`src/rtl/ldl_round_dispatch.sv`:
```
// Round-robin stream distributor: deals each accepted upstream beat to the next free
// output lane, starting the search at a rotating pointer. Each lane holds one beat.
module ldl_round_dispatch #(
   parameter int unsigned BIN_WIDTH  = 3,
   parameter int unsigned CH_NUM     = 1 << BIN_WIDTH,
   parameter int unsigned DATA_WIDTH = 8
) (
   input  logic                         clk,
   input  logic                         rst,
   input  logic                         s_valid,
   output logic                         s_ready,
   input  logic [DATA_WIDTH-1:0]        s_data,
   output logic [CH_NUM-1:0]            m_valid,
   input  logic [CH_NUM-1:0]            m_ready,
   output logic [CH_NUM*DATA_WIDTH-1:0] m_data,
   output logic [BIN_WIDTH-1:0]         last_bin,
   output logic [CH_NUM-1:0]            last_hot
);

   logic [CH_NUM-1:0]                 vld_q, vld_d;
   logic [CH_NUM-1:0][DATA_WIDTH-1:0] dat_q, dat_d;
   logic [BIN_WIDTH-1:0]              next_q, next_d;
   logic [BIN_WIDTH-1:0]              last_bin_q, last_bin_d;
   logic [CH_NUM-1:0]                 last_hot_q, last_hot_d;
   logic [CH_NUM-1:0]                 free;
   logic [CH_NUM-1:0]                 rot;
   logic [BIN_WIDTH-1:0]              off;
   logic [BIN_WIDTH-1:0]              sel;
   logic                              accept;

   // A lane draining this cycle counts as free so it can be reloaded in the same cycle.
   assign free    = ~vld_q | m_ready;
   assign s_ready = |free;
   assign accept  = s_valid & s_ready;

   // Rotate so bit 0 is the lane at the pointer; lowest set bit is the first free lane.
   always_comb begin
      rot = '0;
      for (int unsigned i = 0; i < CH_NUM; i++) begin
         rot[i] = free[BIN_WIDTH'(i) + next_q];
      end
   end

   always_comb begin
      off = '0;
      for (int i = CH_NUM - 1; i >= 0; i--) begin
         if (rot[i]) begin
            off = BIN_WIDTH'(i);
         end
      end
   end

   assign sel = off + next_q;

   always_comb begin
      vld_d      = vld_q & ~m_ready;
      dat_d      = dat_q;
      next_d     = next_q;
      last_bin_d = last_bin_q;
      last_hot_d = last_hot_q;
      if (accept) begin
         vld_d[sel] = 1'b1;
         dat_d[sel] = s_data;
         next_d     = sel + BIN_WIDTH'(1);
         last_bin_d = sel;
         last_hot_d = {{(CH_NUM - 1){1'b0}}, 1'b1} << sel;
      end
   end

   always_ff @(posedge clk) begin
      if (rst) begin
         vld_q      <= '0;
         dat_q      <= '0;
         next_q     <= '0;
         last_bin_q <= '0;
         last_hot_q <= '0;
      end else begin
         vld_q      <= vld_d;
         dat_q      <= dat_d;
         next_q     <= next_d;
         last_bin_q <= last_bin_d;
         last_hot_q <= last_hot_d;
      end
   end

   assign m_valid  = vld_q;
   assign m_data   = dat_q;
   assign last_bin = last_bin_q;
   assign last_hot = last_hot_q;

endmodule

```
`config.mk`:
```
export PLATFORM = sky130hd
export DESIGN_NAME = ldl_round_dispatch
export DESIGN_NICKNAME = d
export VERILOG_FILES = /design/src/rtl/ldl_round_dispatch.sv
export SDC_FILE = /design/constraint.sdc
export NUM_CORES = 1
export LEC_CHECK = 0
export CORE_MARGIN = 1.5
export CORE_UTILIZATION = 44
export DETAILED_ROUTE_END_ITERATION = 8
export GPL_ROUTABILITY_DRIVEN = 0
export PLACE_DENSITY = 0.76
export RECOVER_POWER = 50
export SLEW_MARGIN = 20
export SYNTH_ARGS = -nofsm -noshare
export SYNTH_HDL_FRONTEND = slang
export SYNTH_SLANG_ARGS = --single-unit
```
`constraint.sdc`:
```
create_clock -name clk -period 4.3 [get_ports clk]
set_clock_uncertainty 0.15 [all_clocks]
set_input_delay 1.29 -clock clk [delete_from_list [all_inputs] [get_ports clk]]
set_output_delay 1.29 -clock clk [all_outputs]
set_load 0.005 [all_outputs]
```
Word level (Yosys, flattened, before mapping)
Cells that the tools add are included.
- register bits: 86
- input port bits: 19
- output and inout port bits: 84
- word-level logic and storage cells: 70
- $add $sub $neg: 9
- $lt $le $gt $ge: 10
- shift-type cells: 1
- multiplexer cells: 30
- bitwise operators: 6
- reduce and logical (&&, ||, !) cells: 2
- operator list (operator ; number):
    bitwise mux 64 bit ; 1
    less-than comparator 3 x 4 -> 1 bit (second input constant) ; 9
    binary-select mux 1 bit (select 3 bit) ; 8
    demux 8 bit (select 3 bit) ; 1
    2-to-1 mux 3 bit ; 8
    2-to-1 mux 8 bit ; 2
    NOT 8 bit ; 2
    OR 8 bit ; 2
    adder 3 bit (first input constant) ; 4
    2-to-1 mux 1 bit ; 9
    bitwise AND 8 bit ; 1
    OR reduction 8 bit ; 1
    << shifter 1 x 3 -> 8 bit (first input constant) ; 1
    adder 2 x 3 -> 3 bit (first input constant) ; 2
    adder 1 x 3 -> 3 bit (first input constant) ; 1
    adder 3 x 1 -> 3 bit (second input constant) ; 1
    adder 3 bit ; 1
    demux 1 bit (select 3 bit) ; 1
    >= comparator 3 x 1 -> 1 bit (second input constant) ; 1
    bitwise AND 1 bit ; 1
    logical AND 1 bit ; 1

Logic depth before layout (Yosys ltp)
Gate-level depths: netlist (run 1).
- depth in word-level cells: 19
- mapped depth: 18
- mapped depth without buffers: 17

Worst setup path before layout (run 1)
OpenSTA, ideal clock, no wires.
- kind: in2reg
- start point: input port m_ready[2]
- end point: register dat_q, in the netlist m_data[16]
- setup time: 0.133 ns
- arrival: 4.326 ns
- data required time: 4.017 ns
- path slack: -0.309 ns
- stages on the path: 15
- path buffers: 0
- cells stage by stage: nand2b_1 -> mux2_2 -> mux4_2 -> a21oi_1 -> o21ai_0 -> a21oi_1 -> nor2_1 -> ha_1 -> inv_1 -> fa_1 -> inv_1 -> nand2_1 -> nor3_1 -> mux2i_4 -> mux2i_1
- word-level cells in the longest chain between the ends: 17
- elaborated cells between the ends (all ways): 34
- classes of those cells: add/sub (1); order compare (2); mux (27); bitwise (2); reduce/logical (2)
- RTL lines (what ; line ; text):
    start: declaration ; 14 ; input logic [CH_NUM-1:0] m_ready,
    OR 8 bit * ; 32 ; assign free = ~vld_q | m_ready;
    binary-select mux 1 bit (select 3 bit) ; 40 ; rot[i] = free[BIN_WIDTH'(i) + next_q];
    2-to-1 mux 1 bit (not written as such) ; 40 ;
    2-to-1 mux 3 bit (7 in series) ; 47 ; if (rot[i]) begin
    2-to-1 mux 3 bit * ; 47 ;
    adder 3 bit * ; 53 ; assign sel = off + next_q;
    net sel[1] ; 28 ; logic [BIN_WIDTH-1:0] sel;
    less-than comparator 3 x 4 -> 1 bit (not written as such) or >= comparator 3 x 1 -> 1 bit (tied branches) ; 63 ; dat_d[sel] = s_data;
    logical AND 1 bit (not written as such) ; 63 ;
    2-to-1 mux 8 bit (not written as such) ; 63 ;
    demux 8 bit (select 3 bit) * ; 63 ;
    bitwise mux 64 bit * ; 63 ;
    end signal: assignment ; 79 ; dat_q <= dat_d;
    end: declaration ; 21 ; logic [CH_NUM-1:0][DATA_WIDTH-1:0] dat_q, dat_d;
The timed path passes the listed nets; every way through them passes the cells marked *. The select of a mux whose other input is x is not followed.
A chain may end at the register's enable or synchronous reset.

Worst setup path in the final report (run 1)
- start point: input port m_ready[0]
- end point: register dat_q, in the netlist m_data[33]
- word-level cells in the longest chain between the ends: 17
- elaborated cells between the ends (all ways): 34
- classes of those cells: add/sub (1); order compare (2); mux (27); bitwise (2); reduce/logical (2)
- RTL lines (what ; line):
    OR 8 bit * ; 32
    binary-select mux 1 bit (select 3 bit) ; 40
    2-to-1 mux 1 bit (not written as such) ; 40
    2-to-1 mux 3 bit (8 in series) ; 47
    adder 3 bit ; 53
    less-than comparator 3 x 4 -> 1 bit (not written as such) or >= comparator 3 x 1 -> 1 bit (tied branches) ; 63
    logical AND 1 bit (not written as such) ; 63
    2-to-1 mux 8 bit (not written as such) ; 63
    demux 8 bit (select 3 bit) ; 63
    bitwise mux 64 bit ; 63
Mark *: on every way between the ends. The rest lies on a longest branch, timed or not. The select of a mux whose other input is x is not followed.

==> results.toml, run 1 <==
[run_status]
outcome = "finished with violations"
violations = "setup timing"

[clocking]
cts-root-buf = "clkbuf_8"
holdBufCountCts = 0
clkLatencyLatePin_ps = 360
cts_buffers = 9
clockBufferDepth = 2
cts.sinks = 86
cts.htree.levels = 3
cts_tree = "done"
cts.clk_slew.worst_paths_ps = 90

[global_route]
grt_use_met2_pct = 41.9
met1_usage_pct = 28.2
grt-busiest-layer = "met2"
grt_overflow = 0
use_met3_pct = 6.68
grt_max_degree = 44
grt.total_usage_pct = 23.8
grt_pass1_vias = 3609
antenna_found_initial = 0
grt_pass1_wl_um = 18300

[critical_path]
path_max_fanout = 8
critPathRequiredTime_ps = 4370
endpoint_kind = "flop"
cp_top_family = "multiplexers"
start_kind = "input pin"
critPathBufInv = 4
crit_arrival_ps = 4480
r2r_slack_ps = 190
path_cells = "buf_6 > nand2b_4 > mux4_2 > mux2i_4 > a21oi_2 > o21ai_1 > a21oi_1 > nor2_1 > ha_2 > inv_2 > fa_2 > xor2_4 > buf_6 > nor3_4 > mux2i_4 > buf_12 > mux2i_1"
slowest_stage = "mux4_2"
path_class = "input pin to flop"
slowest_delay_ps = 520

[timing]
max_freq_ghz = 0.227
finalCritPeriodShare_pct = 102
setup_violations = 35
period_needed_ps = 4410
tns_ps = -1500
fin_ws_ps = -106
slew_violations = 0
rsz0062_at_grt = "yes"
tightestPinTransition_ps = 684
hold_violations = 0
timing.slew.headroom_pct = 53.8

[routing]
ant_nets = 0
drc = 0
first_iter_violations = 116
vias = 3464
drt_wl_total_um = 12100
drt-wirelength-per-cell_um = 18.6
first_pass_iters = 4
viasPerCell = 5.35

[layout]
fillerInstances = 619
area_delta_synth_final_pct = 56.2
final_cells = 648
drive_above_1_share_pct = 30.6
fin_nets = 563
antennaDiodeCount = 0

[yosys]
synth.area.top_cells = "dfxtp_1 42%, mux2i_1 18%, nand2b_1 12%"
synth_edf_count = 0
synth_top_area_cell = "dfxtp_1"
syn_nets = 399
syn_inst = 371
synthArstFlopShare_pct = 0
yosysMostFrequentCell = "dfxtp_1"
synthTopCellsByCount = "86 x dfxtp_1, 80 x nand2b_1, 72 x mux2i_1"
avgSynthCellArea_sq_um = 11.0
ys_types = 35
ys_ff_latch = 86
synth_top_area_share_pct = 42.1
yosys_warnings = 0
synth_area_sq_mm = 0.00409
synth_ff_type = "dfxtp_1"
yosysSeqAreaShare_pct = 42.1

[power]
netSwitchingPower_uw = 500
p_int_mw = 1.38
p_leak_nw = 2.92
clock_power_share_pct = 35.5
total_power_mw = 1.88
combPwrFrac_pct = 19.2
power.density_mw_per_mm2 = 294
switching_share_pct = 26.7
seqPwrFrac_pct = 45.4
irDropWorstVdd_mv = 0.243

[die]
initial_utilization_pct = 46.2
die_y_um = 99.4
dieArea_sq_mm = 0.00988
coreArea_sq_mm = 0.00885
num_io_pins = 103
rows = 34
chipWidth_um = 99.4

[place]
placed_cells = 606
dp_slack_ps = -883
dp_hpwl_um = 7800
io_buffers = 102

[run]
timing.max_cap.violations = 0

[min_path]
hp-class = "flop to flop"
-- flip-flops by register name, indices dropped and copies added (netlist names) --
signal,cells
m_data,64
next_q,3
last_hot,8
last_bin,3
m_valid,8
-- logic make-up after synthesis --
logic type / after synthesis / share of synthesized area, %
simple gates: 126 / 19.2
mux: 91 / 27.5
flops: 86 / 42.1
buf+inv: 30 / 3.06
compound gates: 24 / 4.07
fa+ha+maj: 9 / 2.94
xor+xnor: 5 / 1.07
-- power by group through the flow --
stage	Combinational, mW	Clock [mW]	Sequential [mW]
3_5_place_dp	0.311	0	0.869
6_report	0.360	0.666	0.852
4_1_cts	0.338	0.673	0.852
3_3_place_gp	0.304	0	0.868
2_1_floorplan	0.167	0	0.864
5_1_grt	0.381	0.702	0.856
-- area by class of cell --
type / instances / area (sq um) / share of cell area (%)
Clock buffer: 10 / 138 / 2.15
Sequential cell: 86 / 1720 / 26.9
Tap cell: 108 / 135 / 2.12
Multi-Input combinational cell: 255 / 2560 / 40.0
Clock inverter: 6 / 97.6 / 1.53
Inverter: 7 / 28.8 / 0.450
Timing Repair Buffer: 176 / 1710 / 26.8
-- layout by cell type (no fill, tap or decap), types with 5 or more instances in the layout --
cell / synthesis / layout
clkbuf_8: 0 / 10
nand2b_4: 0 / 8
a32o_1: 7 / 7
nand2b_1: 80 / 72
mux4_2: 8 / 8
dfxtp_1: 86 / 86
mux2i_4: 9 / 10
a21oi_1: 11 / 7
buf_12: 0 / 9
nor2_1: 15 / 11
buf_4: 1 / 55
dlygate4sd3_1: 0 / 59
buf_6: 1 / 13
mux2i_1: 72 / 67
nor4bb_1: 6 / 6
ha_1: 8 / 5
clkdlybuf4s50_1: 0 / 34
-- stage by stage --
step | instance area, sq um | hold slack [ps] | utilization, %
detailed placement | 5680 | 311 | 64.2
global route | 6390 | 349 | 72.2
finish | 6390 | 321 | 72.2
global placement | 5680 | 300 | 64.2
CTS | 6200 | 333 | 70.1
floorplan | 4230 | 316 | -
-- repair_timing --
item	CTS	global route
setup buffers	15	11
pin swaps	11	14
resized for setup	46	32
endpoints found under the hold margin	0	0
gates cloned	0	0
setup endpoints to repair	84	82
-- worst reg2reg max path, stage by stage (launching register included) --
cell	delay, ps
dfxtp_1	570
inv_2	160
ha_1	450
mux4_2	600
a21oi_2	150
o21ai_1	80
a21oi_1	160
nor2_1	80
ha_2	190
inv_2	60
fa_2	460
inv_4	110
nand2_4	70
nor3_4	270
mux2i_4	140
buf_12	170
mux2i_1	110
-- metal layers --
layer,vias up,routed length [um]
li1,1633,-
met5,-,0
met4,0,212
met2,118,6110
met1,1688,5030
met3,25,701
-- final timing paths --
| check | from | cells after the start | end |
|---|---|---|---|
| min reg2reg | last_hot[6]$_SDFFE_PP0P_ | 1 | last_hot[6]$_SDFFE_PP0P_ |
| min | last_hot[6]$_SDFFE_PP0P_ | 1 | last_hot[6]$_SDFFE_PP0P_ |
| max reg2reg | next_q[0]$_SDFFE_PP0P_ | 16 | m_data[19]$_SDFFE_PP0P_ |
| max | m_ready[0] | 17 | m_data[33]$_SDFFE_PP0P_ |
Power figures use the tool's default switching activity.
==> run 2, diff against run 1 <==
--- a/config.mk
+++ b/config.mk
@@ -11,6 +11,7 @@
 export GPL_ROUTABILITY_DRIVEN = 0
 export PLACE_DENSITY = 0.76
 export RECOVER_POWER = 50
+export SETUP_SLACK_MARGIN = 0.1
 export SLEW_MARGIN = 20
 export SYNTH_ARGS = -nofsm -noshare
 export SYNTH_HDL_FRONTEND = slang
==> run 2 against run 1 <==
  * The run still ends with setup timing left
  * Final cell count decreased by 1.7%
  * Non-clock buffer count decreased by 11
  * Clock power decreased by 5.1%
  * Total power decreased by 2.8%
  * Global-route usage decreased by 0.88 points
  * Largest cell class unchanged
==> results.toml, run 2 (same netlist as run 1, synthesis figures left out) <==
[critical_path]
path_max_fanout = 4
crit_start = "m_ready[2]"
cp_top_family = "multiplexers"
r2r-start = "next_q[1]$_SDFFE_PP0P_"
path_class = "input pin to flop"
r2r_slack_ps = 300
slowest_delay_ps = 530
path_cells = "buf_6 > nand2b_4 > mux4_2 > mux2i_4 > a21oi_2 > o21ai_1 > a21oi_1 > nor2_1 > ha_2 > inv_2 > fa_2 > xor2_4 > buf_12 > nor2_4 > mux2i_4 > clkbuf_16 > mux2i_1"
critPathBufInv = 4
worstSetupEndpoint = "m_data[45]$_SDFFE_PP0P_"
worstRegToRegCells = 16
endpoint_kind = "flop"
start_kind = "input pin"
slowest_stage = "mux4_2"
cp.depth = 17
crit_arrival_ps = 4440
cpMostUsedCell = "mux2i_4"
critPathRequiredTime_ps = 4440
reg2reg_to = "m_data[45]$_SDFFE_PP0P_"

[power]
power.density_mw_per_mm2 = 290
netSwitchingPower_uw = 477
p_int_mw = 1.35
combPwrFrac_pct = 18.9
switching_share_pct = 26.1
irDropWorstVdd_mv = 0.191
clock_power_share_pct = 34.7
p_leak_nw = 2.83
total_power_mw = 1.82
seqPwrFrac_pct = 46.4

[global_route]
grt_overflow = 0
antenna_found_initial = 0
grt-busiest-layer = "met2"
grt_pass1_wl_um = 17700
grt_pass1_vias = 3428
use_met3_pct = 7.45
grt.total_usage_pct = 22.9
grt_use_met2_pct = 38.1
met1_usage_pct = 28.4
grt_max_degree = 52

[layout]
largest_reg_flops = 64
mostFrequentLayoutCells = "86 x dfxtp_1, 72 x nand2b_1, 70 x mux2i_1"
antennaDiodeCount = 0
area_delta_synth_final_pct = 53.9
fillerInstances = 655
drive_above_1_share_pct = 28.0
stdcell_area_sq_mm = 0.00629
utilization_pct = 71.1
final_cells = 637
fin_nets = 552
layout_commonest_cell = "dfxtp_1"

[routing]
viasPerCell = 5.22
drt_wl_total_um = 11000
vias = 3323
drt-wirelength-per-cell_um = 17.3
first_pass_iters = 4
first_iter_violations = 111
ant_nets = 0
drc = 0

[die]
die_y_um = 99.4
coreArea_sq_mm = 0.00885
chipWidth_um = 99.4
rows = 34
dieArea_sq_mm = 0.00988
initial_utilization_pct = 46.2
num_io_pins = 103

[timing]
hold_ws_ps = 321
fin_ws_ps = -8.98
max_freq_ghz = 0.232
setup_violations = 2
slew_violations = 0
period_needed_ps = 4310
finalCritPeriodShare_pct = 100
tightestPinTransition_ps = 447
tns_ps = -13.7
timing.slew.headroom_pct = 70.2
rsz0062_at_grt = "yes"
hold_violations = 0

[clocking]
cts.clk_slew.worst_paths_ps = 90
clockBufferDepth = 2
cts.htree.levels = 3
cts.sinks = 86
cts_tree = "done"
cts-root-buf = "clkbuf_8"
clkLatencyLatePin_ps = 350
cts_buffers = 9

[min_path]
hp-class = "flop to flop"

[place]
placed_cells = 603
io_buffers = 102
place_area_sq_mm = 0.00572
dp_slack_ps = -784
dp_hpwl_um = 7710

[run_status]
violations = "setup timing"
outcome = "finished with violations"

[run]
timing.max_cap.violations = 0
-- run 2: changes by cell type in the layout (fill, tap and decap cells not counted), sizes merged --
cell	before	now
clkbuf	13	11
clkdlybuf4s50	34	46
inv	11	9
clkinvlp	0	2
buf	80	71
dlygate4sd3	59	47
-- run 2: worst reg2reg max path, delay by kind of cell, from the launching register on --
kind            cells  cell delay [ps]
flops               1              480
buf+inv             3              480
simple gates        4              410
mux                 3              980
fa+ha+maj           3             1080
compound gates      3              390
-- run 2: area by class of cell --
| type | instances | area, sq um | area share, % |
|---|---|---|---|
| clock inverters | 6 | 92.6 | 1.47 |
| inverters | 7 | 26.3 | 0.417 |
| clock buffers | 10 | 128 | 2.03 |
| flip-flops and latches | 86 | 1720 | 27.4 |
| well taps | 108 | 135 | 2.15 |
| multi-input cells | 255 | 2520 | 40.1 |
| repair buffers | 165 | 1670 | 26.5 |
-- run 2: how the worst min path moves through the flow --
stage	cells after the start	slack [ps]	startpoint	to
2_1_floorplan	1	320	last_hot[0]$_SDFFE_PP0P_	last_hot[0]$_SDFFE_PP0P_
3_3_place_gp	1	300	last_hot[4]$_SDFFE_PP0P_	last_hot[4]$_SDFFE_PP0P_
3_5_place_dp	1	310	last_hot[7]$_SDFFE_PP0P_	last_hot[7]$_SDFFE_PP0P_
4_1_cts	2	330	m_data[3]$_SDFFE_PP0P_	m_data[3]$_SDFFE_PP0P_
5_1_grt	2	350	m_data[10]$_SDFFE_PP0P_	m_data[10]$_SDFFE_PP0P_
6_report	1	320	last_hot[1]$_SDFFE_PP0P_	last_hot[1]$_SDFFE_PP0P_
-- run 2: repair_timing --
action | 4_1_cts | 5_1_grt
pin swaps | 10 | 8
setup buffers | 15 | 2
hold buffers | 0 | 0
gates resized for setup | 48 | 16
cloned | 0 | 1
endpoints found under the setup margin | 84 | 82
-- run 2: power by group through the flow --
stage / Clock, mW / Sequential, mW / Combinational, mW
detailed placement: 0 / 0.866 / 0.316
floorplan: 0 / 0.865 / 0.171
CTS: 0.639 / 0.848 / 0.338
global route: 0.672 / 0.851 / 0.369
finish: 0.632 / 0.847 / 0.345
global placement: 0 / 0.865 / 0.310
-- run 2: metal layers --
| metal | wire (um) | share of wire (%) |
|---|---|---|
| met2 | 5400 | 49 |
| met1 | 4710 | 43 |
| met4 | 121 | 1.1 |
| met3 | 760 | 6.9 |
| met5 | 0 | 0 |
==> run 3, diff against run 2 <==
==> constraint.sdc (replaced) <==
create_clock -name clk -period 4.3 [get_ports clk]
set_clock_uncertainty 0.15 [all_clocks]
set_input_delay 0.86 -clock clk [delete_from_list [all_inputs] [get_ports clk]]
set_output_delay 0.86 -clock clk [all_outputs]
set_load 0.005 [all_outputs]
==> run 3 against run 2 <==
  * The flow now finishes without violations
  * Sequential share of layout area rose by 0.77 points
  * Global-route usage fell by 0.47 points
  * Sequential cell count did not move
  * Die area did not move
  * Hold slack got worse by 3.0 ps
  * Register-to-register slack got worse by 160 ps
  * Critical path type is now flop to flop
  * Largest power group unchanged
==> results.toml, run 3 (same netlist as run 1, synthesis figures left out) <==
[timing]
slew_violations = 0
period_needed_ps = 4160
setup_violations = 0
tns_ps = 0
tightestPinTransition_ps = 973
timing.slew.headroom_pct = 34.3
max_freq_ghz = 0.240
hold_violations = 0
hold_ws_ps = 318
finalCritPeriodShare_pct = 96.8

[global_route]
grt_max_degree = 62
grt_pass1_vias = 3452
grt_pass1_wl_um = 17400
grt_overflow = 0
grt.total_usage_pct = 22.5
antenna_found_initial = 0

[layout]
multi_input_area_sq_mm = 0.00244
ff_latch_area_sq_mm = 0.00172
stdcell_area_sq_mm = 0.00613
area_delta_synth_final_pct = 49.8
drive_above_1_share_pct = 24.3
antennaDiodeCount = 0
fin_nets = 546
largest_reg_flops = 64
fillerInstances = 664
utilization_pct = 69.2
mostFrequentLayoutCells = "85 x dfxtp_1, 83 x dlygate4sd3_1, 72 x nand2b_1"
layout_commonest_cell = "dfxtp_1"

[clocking]
cts.sinks = 86
cts.clk_slew.worst_paths_ps = 90
cts-root-buf = "clkbuf_8"
clockBufferDepth = 2
clkLatencyLatePin_ps = 370
cts_buffers = 9
cts_tree = "done"
cts.htree.levels = 3

[routing]
first_iter_violations = 110
drc = 0
drt_wl_total_um = 11100
viasPerCell = 5.26
drt-wirelength-per-cell_um = 17.7
vias = 3317
top_layer_used = "met4"
first_pass_iters = 4
ant_nets = 0
met3_wirelength_um = 961
wirelength_met1_um = 4580
dr_wl_met2_um = 5430

[critical_path]
path_class = "flop to flop"
r2r_slack_ps = 140
critPathRequiredTime_ps = 4420
crit_arrival_ps = 4280
start_kind = "flop"
endpoint_kind = "flop"
path_max_fanout = 9

[power]
combPwrFrac_pct = 17.6
netSwitchingPower_uw = 493
clock_power_share_pct = 34.8
total_power_mw = 1.79
irDropWorstVdd_mv = 0.210
switching_share_pct = 27.6
p_leak_nw = 2.95
p_int_mw = 1.29
seqPwrFrac_pct = 47.6
power.density_mw_per_mm2 = 292

[min_path]
hp-class = "flop to flop"

[place]
dp_hpwl_um = 7750
io_buffers = 102
place_area_sq_mm = 0.00566

[die]
die_y_um = 99.4
initial_utilization_pct = 46.2
rows = 34
num_io_pins = 103
chipWidth_um = 99.4
dieArea_sq_mm = 0.00988
coreArea_sq_mm = 0.00885

[run]
timing.max_cap.violations = 0

[run_status]
outcome = "completed"
run 3: cell count changes in the layout (fill, tap and decap cells not counted), sizes merged, moves of 2 or more:
cell / before / now
buf: 71 / 56
dlygate4sd3: 47 / 83
dlymetal6s2s: 0 / 7
clkinv: 0 / 2
clkdlybuf4s50: 46 / 10
clkinvlp: 2 / 0
run 3: worst max-delay path, cell delays in order (launching register included):
cell	delay [ps]
dfxtp_1	540
inv_2	70
ha_1	210
xor2_1	340
mux4_2	380
mux2i_1	260
o21ai_0	140
a21oi_1	190
nor2_1	80
ha_1	220
inv_2	60
fa_2	300
xor2_4	250
buf_4	180
xnor2_4	120
inv_2	60
ha_1	300
a211oi_2	220
run 3: timing repair:
action	CTS	global route
buffers inserted	0	2
resized for setup	20	28
pin swaps	3	6
gates cloned	0	1
setup endpoints to repair	76	82
hold buffers	0	0
run 3: metal layers:
layer	vias up	track usage, %
met4	0	6.28
met2	112	37.5
met5	-	0
li1	1589	-
met1	1596	27.4
met3	20	8.29
run 3: power by group through the flow:
| stage | clock [mW] | combinational, mW | sequential [mW] |
|---|---|---|---|
| after global placement | 0 | 0.296 | 0.866 |
| after global routing | 0.657 | 0.339 | 0.855 |
| final | 0.622 | 0.314 | 0.851 |
| after floorplan | 0 | 0.151 | 0.863 |
| after CTS | 0.624 | 0.313 | 0.850 |
| after detailed placement | 0 | 0.302 | 0.866 |
run 3: through the flow:
step | setup slack (ps) | cells
CTS | 71.6 | 628
global placement | -327 | 612
global route | -134 | 631
floorplan | 121 | 371
finish | 137 | 631
detailed placement | -448 | 612
run 3: layout make-up:
class	instances	share of cell area, %
Clock inverter	6	1.25
Tap cell	108	2.21
Clock buffer	10	2.25
Multi-Input combinational cell	255	39.8
Inverter	7	0.429
Sequential cell	86	28.1
Timing Repair Buffer	159	25.9
run 3: worst paths after layout:
| path | startpoint | cells after the start | to |
|---|---|---|---|
| hold / removal | last_hot[7]$_SDFFE_PP0P_ | 1 | last_hot[7]$_SDFFE_PP0P_ |
| setup / recovery | next_q[0]$_SDFFE_PP0P_ | 17 | next_q[2]$_SDFFE_PP0P_ |
| setup reg to reg | next_q[0]$_SDFFE_PP0P_ | 17 | next_q[2]$_SDFFE_PP0P_ |
| hold reg to reg | last_hot[7]$_SDFFE_PP0P_ | 1 | last_hot[7]$_SDFFE_PP0P_ |
